--- config.mk ---
export PLATFORM = sky130hd
export DESIGN_NAME = free_list_flat
export DESIGN_NICKNAME = d
export VERILOG_FILES = /design/src/rtl/free_list_pkg.sv /design/src/rtl/free_list_if.sv /design/src/rtl/free_list.sv /design/src/flat_wrapper.sv
export SDC_FILE = /design/constraint.sdc
export NUM_CORES = 1
export LEC_CHECK = 0
export ABC_CLOCK_PERIOD_IN_PS = 22100
export CORE_ASPECT_RATIO = 2
export CORE_UTILIZATION = 50
export CTS_CLUSTER_SIZE = 25
export DETAILED_ROUTE_END_ITERATION = 10
export GPL_ROUTABILITY_DRIVEN = 0
export PLACE_DENSITY_LB_ADDON = 0.1
export SLEW_MARGIN = 25
export SYNTH_ARGS = -nofsm -noshare
export SYNTH_HDL_FRONTEND = slang
export SYNTH_SLANG_ARGS = --single-unit
--- constraint.sdc ---
create_clock -name clk -period 22.1 [get_ports clk]
set_input_delay 4.42 -clock clk [delete_from_list [all_inputs] [get_ports clk]]
set_output_delay 4.42 -clock clk [all_outputs]
set_load 0.1 [all_outputs]
--- src/rtl/free_list_pkg.sv ---
// Shared rename-stage types and sizing for the physical register free list.
// Provides: phys_reg_t (physical tag), free_list_ptr_t (index + wrap bit),
// the register-count constants, and a pointer increment helper.
package free_list_pkg;

  localparam int NUM_PHYS_REGS   = 64;
  localparam int NUM_ARCH_REGS   = 32;
  localparam int FREE_LIST_DEPTH = NUM_PHYS_REGS - NUM_ARCH_REGS;

  localparam int PREG_W   = $clog2(NUM_PHYS_REGS);
  localparam int FL_IDX_W = $clog2(FREE_LIST_DEPTH);
  localparam int FL_PTR_W = FL_IDX_W + 1;

  typedef logic [PREG_W-1:0]   phys_reg_t;
  typedef logic [FL_PTR_W-1:0] free_list_ptr_t;

  // Pointers wrap naturally modulo 2^FL_PTR_W.
  function automatic free_list_ptr_t ptr_inc(input free_list_ptr_t p);
    return p + free_list_ptr_t'(1);
  endfunction

endpackage

--- src/rtl/free_list_if.sv ---
// Rename/commit <-> free list handshake bundle.
// master: rename/commit side (drives alloc_req, free_req/free_preg, commit_alloc, flush).
// slave:  free list (drives alloc_valid, alloc_preg, count, empty, full).
interface free_list_if;
  import free_list_pkg::*;

  logic           alloc_req;
  logic           alloc_valid;
  phys_reg_t      alloc_preg;
  logic           free_req;
  phys_reg_t      free_preg;
  logic           commit_alloc;
  logic           flush;
  free_list_ptr_t count;
  logic           empty;
  logic           full;

  modport master (
    output alloc_req, free_req, free_preg, commit_alloc, flush,
    input  alloc_valid, alloc_preg, count, empty, full
  );

  modport slave (
    input  alloc_req, free_req, free_preg, commit_alloc, flush,
    output alloc_valid, alloc_preg, count, empty, full
  );

endinterface

--- src/rtl/free_list.sv ---
// Circular free list of physical register tags with a speculative head and a
// retire head, so a flush rolls back speculative allocations in one cycle.
// Ports: clk, rst (async active-high), bus (free_list_if.slave).
module free_list
  import free_list_pkg::*;
(
  input  logic         clk,
  input  logic         rst,
  free_list_if.slave   bus
);

  localparam free_list_ptr_t FULL_COUNT = free_list_ptr_t'(FREE_LIST_DEPTH);

  phys_reg_t      mem [FREE_LIST_DEPTH];
  free_list_ptr_t spec_head;
  free_list_ptr_t retire_head;
  free_list_ptr_t tail;

  free_list_ptr_t count_w;
  logic           empty_w;
  logic           pop;

  // Occupancy is measured from the speculative head; the wrap bit makes the
  // 6-bit difference reach exactly DEPTH when full.
  assign count_w = tail - spec_head;
  assign empty_w = (count_w == '0);

  assign bus.count       = count_w;
  assign bus.empty       = empty_w;
  assign bus.full        = (count_w == FULL_COUNT);
  // flush is the only input that reaches an output combinationally.
  assign bus.alloc_valid = !empty_w && !bus.flush;
  assign bus.alloc_preg  = mem[spec_head[FL_IDX_W-1:0]];

  // alloc_valid already excludes flush, so a pop racing a flush is dropped.
  assign pop = bus.alloc_req && bus.alloc_valid;

  always_ff @(posedge clk or posedge rst) begin
    if (rst) begin
      spec_head   <= '0;
      retire_head <= '0;
      tail        <= FULL_COUNT;
      for (int i = 0; i < FREE_LIST_DEPTH; i++) begin
        mem[i] <= phys_reg_t'(NUM_ARCH_REGS + i);
      end
    end else begin
      // Recover to the committed position, including a commit in this cycle.
      if (bus.flush) begin
        spec_head <= retire_head + {{(FL_PTR_W-1){1'b0}}, bus.commit_alloc};
      end else if (pop) begin
        spec_head <= ptr_inc(spec_head);
      end

      if (bus.commit_alloc) begin
        retire_head <= ptr_inc(retire_head);
      end

      // No bypass: the pushed tag becomes visible after this edge.
      if (bus.free_req) begin
        mem[tail[FL_IDX_W-1:0]] <= bus.free_preg;
        tail                    <= ptr_inc(tail);
      end
    end
  end

`ifndef SYNTHESIS
  a_no_push_when_full: assert property (@(posedge clk) disable iff (rst)
    !(bus.free_req && bus.full));

  a_no_retire_past_spec: assert property (@(posedge clk) disable iff (rst)
    !(bus.commit_alloc && (retire_head == spec_head) && !pop));

  a_no_free_arch_tag: assert property (@(posedge clk) disable iff (rst)
    !(bus.free_req && (bus.free_preg < phys_reg_t'(NUM_ARCH_REGS))));
`endif

endmodule

--- src/flat_wrapper.sv ---
// flat-port wrapper written by rule: the top's interface ports become plain ports
module free_list_flat import free_list_pkg::*;
  (clk, rst, bus_alloc_req, bus_free_req, bus_free_preg, bus_commit_alloc, bus_flush, bus_alloc_valid, bus_alloc_preg, bus_count, bus_empty, bus_full);
  free_list_if bus_i ();
  input  logic clk;
  input  logic rst;
  input wire logic [$bits(bus_i.alloc_req)-1:0] bus_alloc_req;
  input wire logic [$bits(bus_i.free_req)-1:0] bus_free_req;
  input wire logic [$bits(bus_i.free_preg)-1:0] bus_free_preg;
  input wire logic [$bits(bus_i.commit_alloc)-1:0] bus_commit_alloc;
  input wire logic [$bits(bus_i.flush)-1:0] bus_flush;
  output wire logic [$bits(bus_i.alloc_valid)-1:0] bus_alloc_valid;
  output wire logic [$bits(bus_i.alloc_preg)-1:0] bus_alloc_preg;
  output wire logic [$bits(bus_i.count)-1:0] bus_count;
  output wire logic [$bits(bus_i.empty)-1:0] bus_empty;
  output wire logic [$bits(bus_i.full)-1:0] bus_full;
  assign bus_i.alloc_req = bus_alloc_req;
  assign bus_i.free_req = bus_free_req;
  assign bus_i.free_preg = bus_free_preg;
  assign bus_i.commit_alloc = bus_commit_alloc;
  assign bus_i.flush = bus_flush;
  assign bus_alloc_valid = bus_i.alloc_valid;
  assign bus_alloc_preg = bus_i.alloc_preg;
  assign bus_count = bus_i.count;
  assign bus_empty = bus_i.empty;
  assign bus_full = bus_i.full;
  free_list u_core (.clk(clk), .rst(rst), .bus(bus_i));
endmodule
==> out/qor.yml, run 1 <==
global_routing:
  grtUsageMet3: 0.0230
  grt_max_degree: 137
  global_route.usage.met1: 0.262
  grt_pass1_vias: 6232
  grt_util_met2: 0.433
  busiest_layer: "met2"
  grt_first_pass_wirelength_um: 35900
  track_usage: 0.236
  antenna_found_initial: 0
  globalRouteOverflowTotal: 0
synthesis:
  synth_top_area_cell: "dfstp_2"
  postSynthCellCount: 673
  synth_warnings: 0
  ys_types: 46
  synth.area.top_cells: "dfstp_2 (29%), dfrtp_1 (24%), mux2_2 (21%)"
  synth_seq_cells: 210
  syn_area_um2: 10200
  postSynthAreaPerCell_um2: 15.1
  synth_fp_nets: 699
  yosys.area.top_type_share: 0.292
  ys_seq_area_frac: 0.531
clocking:
  clock_tree.root_cell: "clkbuf_16"
  cts_hold_buf: 0
  post-cts-setup-buffers: 0
  path_clk_slew_ps: 60
  cts_resized: 0
  clockBufferDepth: 3
  cts_tree: "built"
  htreeDepth: 1
  numCtsBuffers: 21
  cts.sinks: 210
  worstSkewPairLatency_ps: 500
drt:
  drt_iter0_markers: 292
  route.detailed.drc: 0
  wire_per_inst_um: 23.9
  first_pass_iters: 4
  drt-vias-per-instance: 5.87
  drtAntennaViolNets: 0
  drt-total-wl_um: 23000
  vias: 5641
run_status:
  status: "finished, final reports clean"
die:
  fp.dieH_um: 204
  start_util: 0.510
  rows: 73
  core_um2: 19900
  fp.dieArea_um2: 20900
  pin_count: 27
  die_width_um: 103
timing:
  hold_viol: 0
  skew_ps: 11.0
  fin_tns_setup_ps: 0
  rsz0062_at_grt: "no"
  worst_pin_slew_ps: 977
  report.final.setup_viol: 0
  clock.fmax_mhz: 94.3
  min_period_ps: 10600
  maxSlewViolCount: 0
  slew_headroom: 0.346
  setup_slack_ps: 11500
  fin_crit_sh: 0.480
worst_setup_path:
  end_kind: "primary output"
  r2r_cells: 9
  critPathKind: "input pin to primary output"
  rrSetupSlack_ps: 18640
  cp-start-kind: "input pin"
  cp_max_fo: 5
  worstPathRequired_ps: 17680
  crit_start: "bus_flush"
  arrival_ps: 6180
  reg2reg_to: "u_core.spec_head[1]"
  timing.rr.start: "u_core.spec_head[1]"
worst_hold_path:
  hp-class: "register to register"
  holdCritStartpoint: "u_core.retire_head[5]"
  whs_path_depth: 1
  min_to: "u_core.retire_head[5]"
finish:
  layout-drive-gt1-share: 0.608
  diodes: 0
  nFillCells: 1645
  fin_util: 0.566
  areaGrowthSynthToFinish_pct: 10.9
  final_net_count: 711
flow_run:
  cap_violations: 0
placement:
  dpl.hpwl_um: 15800
  portBuffers: 26
  place_ws_ps: 11500
[worst max path at each step]
| stage | end | slack [ps] | depth (start not counted) |
|---|---|---|---|
| finish | bus_alloc_valid | 11500 | 3 |
| global route | bus_alloc_valid | 11440 | 3 |
| CTS | bus_alloc_valid | 11500 | 3 |
| detailed placement | bus_alloc_valid | 11500 | 3 |
| global placement | bus_alloc_valid | 11520 | 3 |
| floorplan | bus_alloc_valid | 11800 | 8 |
[logic make-up (layout without fill, tap and decap cells)]
group / Yosys count / after routing / synth area share
buffers and inverters: 52 / 78 / 0.0214
and+or+nand+nor: 103 / 103 / 0.0469
muxes: 255 / 255 / 0.349
xor gates and xnor gates: 18 / 18 / 0.0163
adders and majority gates: 14 / 14 / 0.0180
DFF: 210 / 210 / 0.531
AOI/OAI and AO/OA: 21 / 21 / 0.0168
[metal layers]
layer	vias to the layer above	wire, um
met5	-	0
met4	0	1180
met3	48	642
met2	104	12900
met1	2982	8270
li1	2507	-
[worst max-delay path, stage by stage]
cell	delay (ps)
clkdlybuf4s50_1	470
nor2_1	140
clkdlybuf4s50_1	1140
[cell usage in the layout, fill, tap and decap left out, types with 2 or more instances in the layout]
master and instances:
a31oi_1 2, nand3_1 15, xor2_1 10, clkdlybuf4s50_1 20, ha_1 13, nor3_1 4
o21ai_0 6, or4_1 2, o211ai_1 2, clkbuf_8 3, mux4_2 60, inv_1 9
buf_2 6, buf_4 2, or2_2 2, a21oi_1 2, mux2_2 193, and2_1 2
dfstp_2 113, nand2_1 33, nor3_2 3, dfrtp_1 95, xnor2_1 7, nand4_1 6
clkbuf_1 3, or3_1 3, clkbuf_16 21, clkinv_2 8, nor2_1 26
[flip-flops by register name (all words and copies together), names as in the netlist]
| name | cells |
|---|---|
| u_core.mem | 192 |
| u_core.tail | 6 |
| u_core.spec_head | 6 |
| u_core.retire_head | 6 |
[Yosys cell counts, drive strengths merged]
cell type and count:
mux2 193, dfstp 113, dfrtp 97, mux4 60, nand2 33, clkbuf 32, nor2 26, nand3 15
ha 13, inv 10, xor2 10, buf 9, xnor2 8, nor3 7, o21ai 7, nand4 6
a21oi 3, or2 3, or3 3, a21o 2, a31oi 2, and2 2, mux2i 2, o211ai 2
o41ai 2, or4 2, clkinv 1, fa 1, nand2b 1, nand3b 1, nor2b 1, nor3b 1
nor4 1, nor4b 1, o221ai 1, o22ai 1, o31ai 1
[cell type report]
cell class / count / area (um2) / share of cell area
inverter: 11 / 48.8 / 0.00433
sequential: 210 / 5400 / 0.480
clock inverter: 10 / 65.1 / 0.00578
clock buffer: 27 / 578 / 0.0513
multi-input combinational: 411 / 4560 / 0.405
tap: 262 / 328 / 0.0291
timing repair buffer: 30 / 284 / 0.0252
[metrics by stage]
stage | hold slack [ps] | instances | cell area, um2
after detailed placement | 476 | 923 | 10600
final | 488 | 961 | 11300
after CTS | 488 | 960 | 11200
after floorplan | 461 | 673 | 10200
after global routing | 497 | 961 | 11300
after global placement | 476 | 923 | 10600
Power of run 1 is left out: the tool's default activity adds up to more than one toggle a clock period on the data nets, which glitch-free logic cannot reach.
==> run 2, diff against run 1 <==
--- a/config.mk
+++ b/config.mk
@@ -5,7 +5,7 @@
 export SDC_FILE = /design/constraint.sdc
 export NUM_CORES = 1
 export LEC_CHECK = 0
-export ABC_CLOCK_PERIOD_IN_PS = 22100
+export ABC_CLOCK_PERIOD_IN_PS = 9600
 export CORE_ASPECT_RATIO = 2
 export CORE_UTILIZATION = 50
 export CTS_CLUSTER_SIZE = 25
==> constraint.sdc (replaced) <==
create_clock -name clk -period 9.6 [get_ports clk]
set_input_delay 1.92 -clock clk [delete_from_list [all_inputs] [get_ports clk]]
set_output_delay 1.92 -clock clk [all_outputs]
set_load 0.1 [all_outputs]
==> run 2 against run 1 <==
Wire length decreased by 0.79%. Non-clock buffer count decreased by 1. Critical path depth increased by 6. Utilization increased by 0.35 points. First-iteration DRC count increased by 16%. Die area unchanged. Register-to-register slack got worse by 12000 ps. Clock-buffer cell count decreased by 2. Flip-flop and latch count unchanged. Global-route usage decreased by 0.17 points. Cell area increased by 0.62%. Largest cell class unchanged.
==> out/qor.yml, run 2 (synthesis results as in run 1) <==
worst_setup_path:
  worstPathRequired_ps: 7680
  critical_path.top_delay_family: "buffers and inverters"
  arrival_ps: 4480
  cp-start-kind: "register"
  cp_num_buf_inv: 3
  cp_slowest_cell: "clkdlybuf4s50_1"
  critPathKind: "register to primary output"
  cp_max_fo: 52
  critPathMaxStageDelay_ps: 1190
  end_kind: "primary output"
  path_cells: "buf_4 > inv_1 > ha_1 > nor2b_1 > o221ai_1 > o21ai_1 > or2_2 > nor3_1 > clkdlybuf4s50_1"
finish:
  final_cell_mix: "mux2_2 (193), dfstp_2 (113), dfrtp_1 (95)"
  areaGrowthSynthToFinish_pct: 11.6
  final_common_cell: "mux2_2"
  final_net_count: 709
  regMostFlops: "u_core.mem"
  diodes: 0
  layout-drive-gt1-share: 0.610
  final_cell_area_um2: 11300
  largest_reg_flops: 192
  nFillCells: 1663
clocking:
  htreeDepth: 1
  cts_resized: 0
  path_clk_slew_ps: 70
  cts_tree: "built"
  worstSkewPairLatency_ps: 490
  post-cts-setup-buffers: 0
  cts_hold_buf: 0
  cts.sinks: 210
  numCtsBuffers: 20
  clockBufferDepth: 3
  clock_tree.root_cell: "clkbuf_16"
drt:
  drtAntennaViolNets: 0
  first_pass_iters: 5
  drt-vias-per-instance: 5.96
  drt_iter0_markers: 338
  wire_per_inst_um: 23.8
  vias: 5711
  route.detailed.drc: 0
  drt-total-wl_um: 22800
die:
  die_width_um: 103
  fp.dieArea_um2: 20900
  fp.dieH_um: 204
  core_um2: 19900
  start_util: 0.510
  pin_count: 27
  rows: 73
timing:
  slew_headroom: 0.265
  skew_ps: 9.33
  rsz0062_at_grt: "no"
  min_period_ps: 6400
  maxSlewViolCount: 0
  worst_pin_slew_ps: 1090
  hold_viol: 0
  clock.fmax_mhz: 156
  fin_crit_sh: 0.666
  report.final.setup_viol: 0
  fin_tns_setup_ps: 0
global_routing:
  globalRouteOverflowTotal: 0
  antenna_found_initial: 0
  track_usage: 0.234
  grt_first_pass_wirelength_um: 36200
  grt_pass1_vias: 6184
  grt_max_degree: 132
flow_run:
  cap_violations: 0
run_status:
  status: "finished, final reports clean"
placement:
  portBuffers: 26
  dpl.hpwl_um: 15600
  place_area_um2: 10600
worst_hold_path:
  hp-class: "register to register"
## run 2: layer usage
metal	part of all wire	track usage
met4	0.033	0.0830
met5	0	0
met3	0.025	0.0250
met2	0.57	0.433
met1	0.37	0.273
## run 2: layout make-up
cell class | count | area [um2] | area share
flip-flops and latches | 210 | 5400 | 0.477
multi-input cells | 411 | 4550 | 0.402
clock buffers | 25 | 581 | 0.0512
well taps | 262 | 328 | 0.0289
repair buffers | 29 | 256 | 0.0226
clock inverters | 11 | 165 | 0.0146
inverters | 11 | 48.8 | 0.00431
## run 2: through the flow
| step | worst slack (ps) | hold WS [ps] | utilization | std cells |
|---|---|---|---|---|
| global route | 3000 | 519 | 0.569 | 959 |
| floorplan | 1800 | 461 | - | 673 |
| detailed placement | 3720 | 487 | 0.532 | 923 |
| finish | 3200 | 499 | 0.569 | 959 |
| CTS | 3180 | 502 | 0.569 | 959 |
| global placement | 3810 | 477 | 0.533 | 923 |
## run 2: worst paths after layout
| kind | slack (ps) | startpoint | to | cells past startpoint |
|---|---|---|---|---|
| setup / recovery | 3200 | u_core.spec_head[1] | bus_empty | 9 |
| setup reg to reg | 6270 | u_core.spec_head[1] | u_core.spec_head[1] | 9 |
| hold reg to reg | 500 | u_core.mem[78] | u_core.mem[78] | 1 |
| hold / removal | 500 | u_core.mem[78] | u_core.mem[78] | 1 |
| min in group asynchronous | 1980 | rst | u_core.mem[109] | 2 |
| max in group asynchronous | 6300 | rst | u_core.mem[61] | 3 |
Power of run 2 is left out for the same reason.
==> RTL change (config.mk and constraints of run 1) <==
`NUM_PHYS_REGS`: 64 -> 128.
--- a/src/rtl/free_list_pkg.sv
+++ b/src/rtl/free_list_pkg.sv
@@ -4,5 +4,5 @@
 package free_list_pkg;
 
-  localparam int NUM_PHYS_REGS   = 64;
+  localparam int NUM_PHYS_REGS   = 128;
   localparam int NUM_ARCH_REGS   = 32;
   localparam int FREE_LIST_DEPTH = NUM_PHYS_REGS - NUM_ARCH_REGS;
Interface: changed (resized bus_alloc_preg, bus_count and bus_free_preg); port bits go from 27 to 31. No check against the original RTL was run, so the function may have changed too.
==> RTL change against run 1 <==
  * Sequential cell count up 486
  * Synthesized area rose to 3.2 times the old value
  * Design area rose to 3.2 times the old value
  * Setup slack worse by 0.43 ns
  * Routed wire length rose to 3.6 times the old value
  * Critical endpoint unchanged
  * Largest cell class unchanged
  * Highest routed layer unchanged
==> RTL change: results (changes against run 1) <==
status finished, final reports clean (unchanged); total number of vias 18200 (was 5641); layout cells sized above 1 65.3% (was 60.8%); total CTS buffers 66 (was 21); Max FO, Critical Path 22 (was 5); IO Port Bufs 30 (was 26); clk_lat worst skew 0.61 ns (was 0.50 ns); met3 Usage GRT 2.53% (was 2.30%); metal2 WL 44.6 mm (was 12.9 mm); hold depth 1 (unchanged); Area contributors post-synth dfstp_2, dfrtp_1, mux2_2, mux4_2, nand2_1 (was dfstp_2, dfrtp_1, mux2_2, mux4_2, ha_1); Async S/R FF share, synth 100% (unchanged); maximum root-to-sink buffer count 3 (unchanged); Post-Syn Nets 2159 (was 699); pin count of the biggest net entering global routing 201 (was 137); CTS H-tree lvls 3 (was 1); Commonest cells post-synth mux2_2, dfstp_2, dfrtp_1 (unchanged); skew final 0.0146 ns (was 0.0110 ns); Adder-Cell Fraction of Synth Area 0.516% (was 1.80%); GRT met2 Usage 46.7% (was 43.3%); xor/xnor share of the synthesized area 0.691% (was 1.63%); worst slew pin tran 1.03 ns (was 0.977 ns); post-detail-place hpwl 53.2 mm (was 15.8 mm); Largest register FFs 672 (was 192); mux share of post-synthesis cell area 37.1% (was 34.9%); sequential area share after synthesis 54.3% (was 53.1%); final net count 2127 (was 711); Arr. time, crit path 6.61 ns (was 6.18 ns); Synth cell types 55 (was 46); R2R cell count 11 (was 9); met1 WL 31.9 mm (was 8.27 mm); met1 Usage GRT 30.7% (was 26.2%); GRT Util Overall 25.7% (was 23.6%); DRT iter0 DRCs 771 (was 292); post-synthesis compound-gate area fraction 1.42% (was 1.68%); global-route wire length before repair 127 mm (was 35.9 mm); vias in the first global route 20300 (was 6232); DRT Wirelength 82.1 mm (was 23.0 mm); met3 WL 2.13 mm (was 642 um)
==> RTL change: changes by cell type after synthesis, sizes merged, moves of 21 or more <==
cell,delta
nand2,+115
mux4,+136
dfstp,+257
buf,+34
mux2i,+21
clkbuf,+82
mux2,+480
dfrtp,+229
==> RTL change: area by class of cell <==
| cell class | instances | area (um^2) |
|---|---|---|
| Inverter | 14 | 56.3 |
| Clock inverter | 24 | 315 |
| Timing Repair Buffer | 57 | 602 |
| Fill cell | 5198 | 28600 |
| Sequential cell | 696 | 17900 |
| Multi-Input combinational cell | 1266 | 14400 |
| Tap cell | 871 | 1090 |
| Clock buffer | 97 | 1970 |
==> RTL change: stage by stage <==
stage | worst slack (ns) | instance area [um^2] | hold WS [ns] | total power, uW | cells
finish | 11.07 | 36300 | 0.499 | 4500 | 3025
global placement | 11.05 | 33900 | 0.482 | 3290 | 2900
CTS | 11.07 | 36200 | 0.503 | 4540 | 3021
global route | 10.97 | 36300 | 0.513 | 4700 | 3025
detailed placement | 11.08 | 33900 | 0.489 | 3330 | 2900
floorplan | 8.46 | 33000 | 0.464 | 2910 | 2133
==> RTL change: path summary, 6_finish.rpt <==
path,from,end,slack (ns)
max reg2reg,u_core.spec_head[2],u_core.spec_head[7],18.45
min,u_core.tail[7],u_core.tail[7],0.50
max in group asynchronous,rst,u_core.mem[435],15.11
min in group asynchronous,rst,u_core.mem[368],4.14
min reg2reg,u_core.tail[7],u_core.tail[7],0.50
max,bus_flush,bus_alloc_valid,11.07
==> RTL change: power by group <==
group	leakage (uW)	switching, uW	internal (uW)	total, uW
Clock	0.00112	500	695	1190
Sequential	0.00822	168	1600	1770
Combinational	0.00621	909	619	1530
==> RTL change: critical path, cell delays in order <==
cell and delay, ns:
clkdlybuf4s50_1 0.78, nor2_1 0.25, clkdlybuf4s50_1 1.16
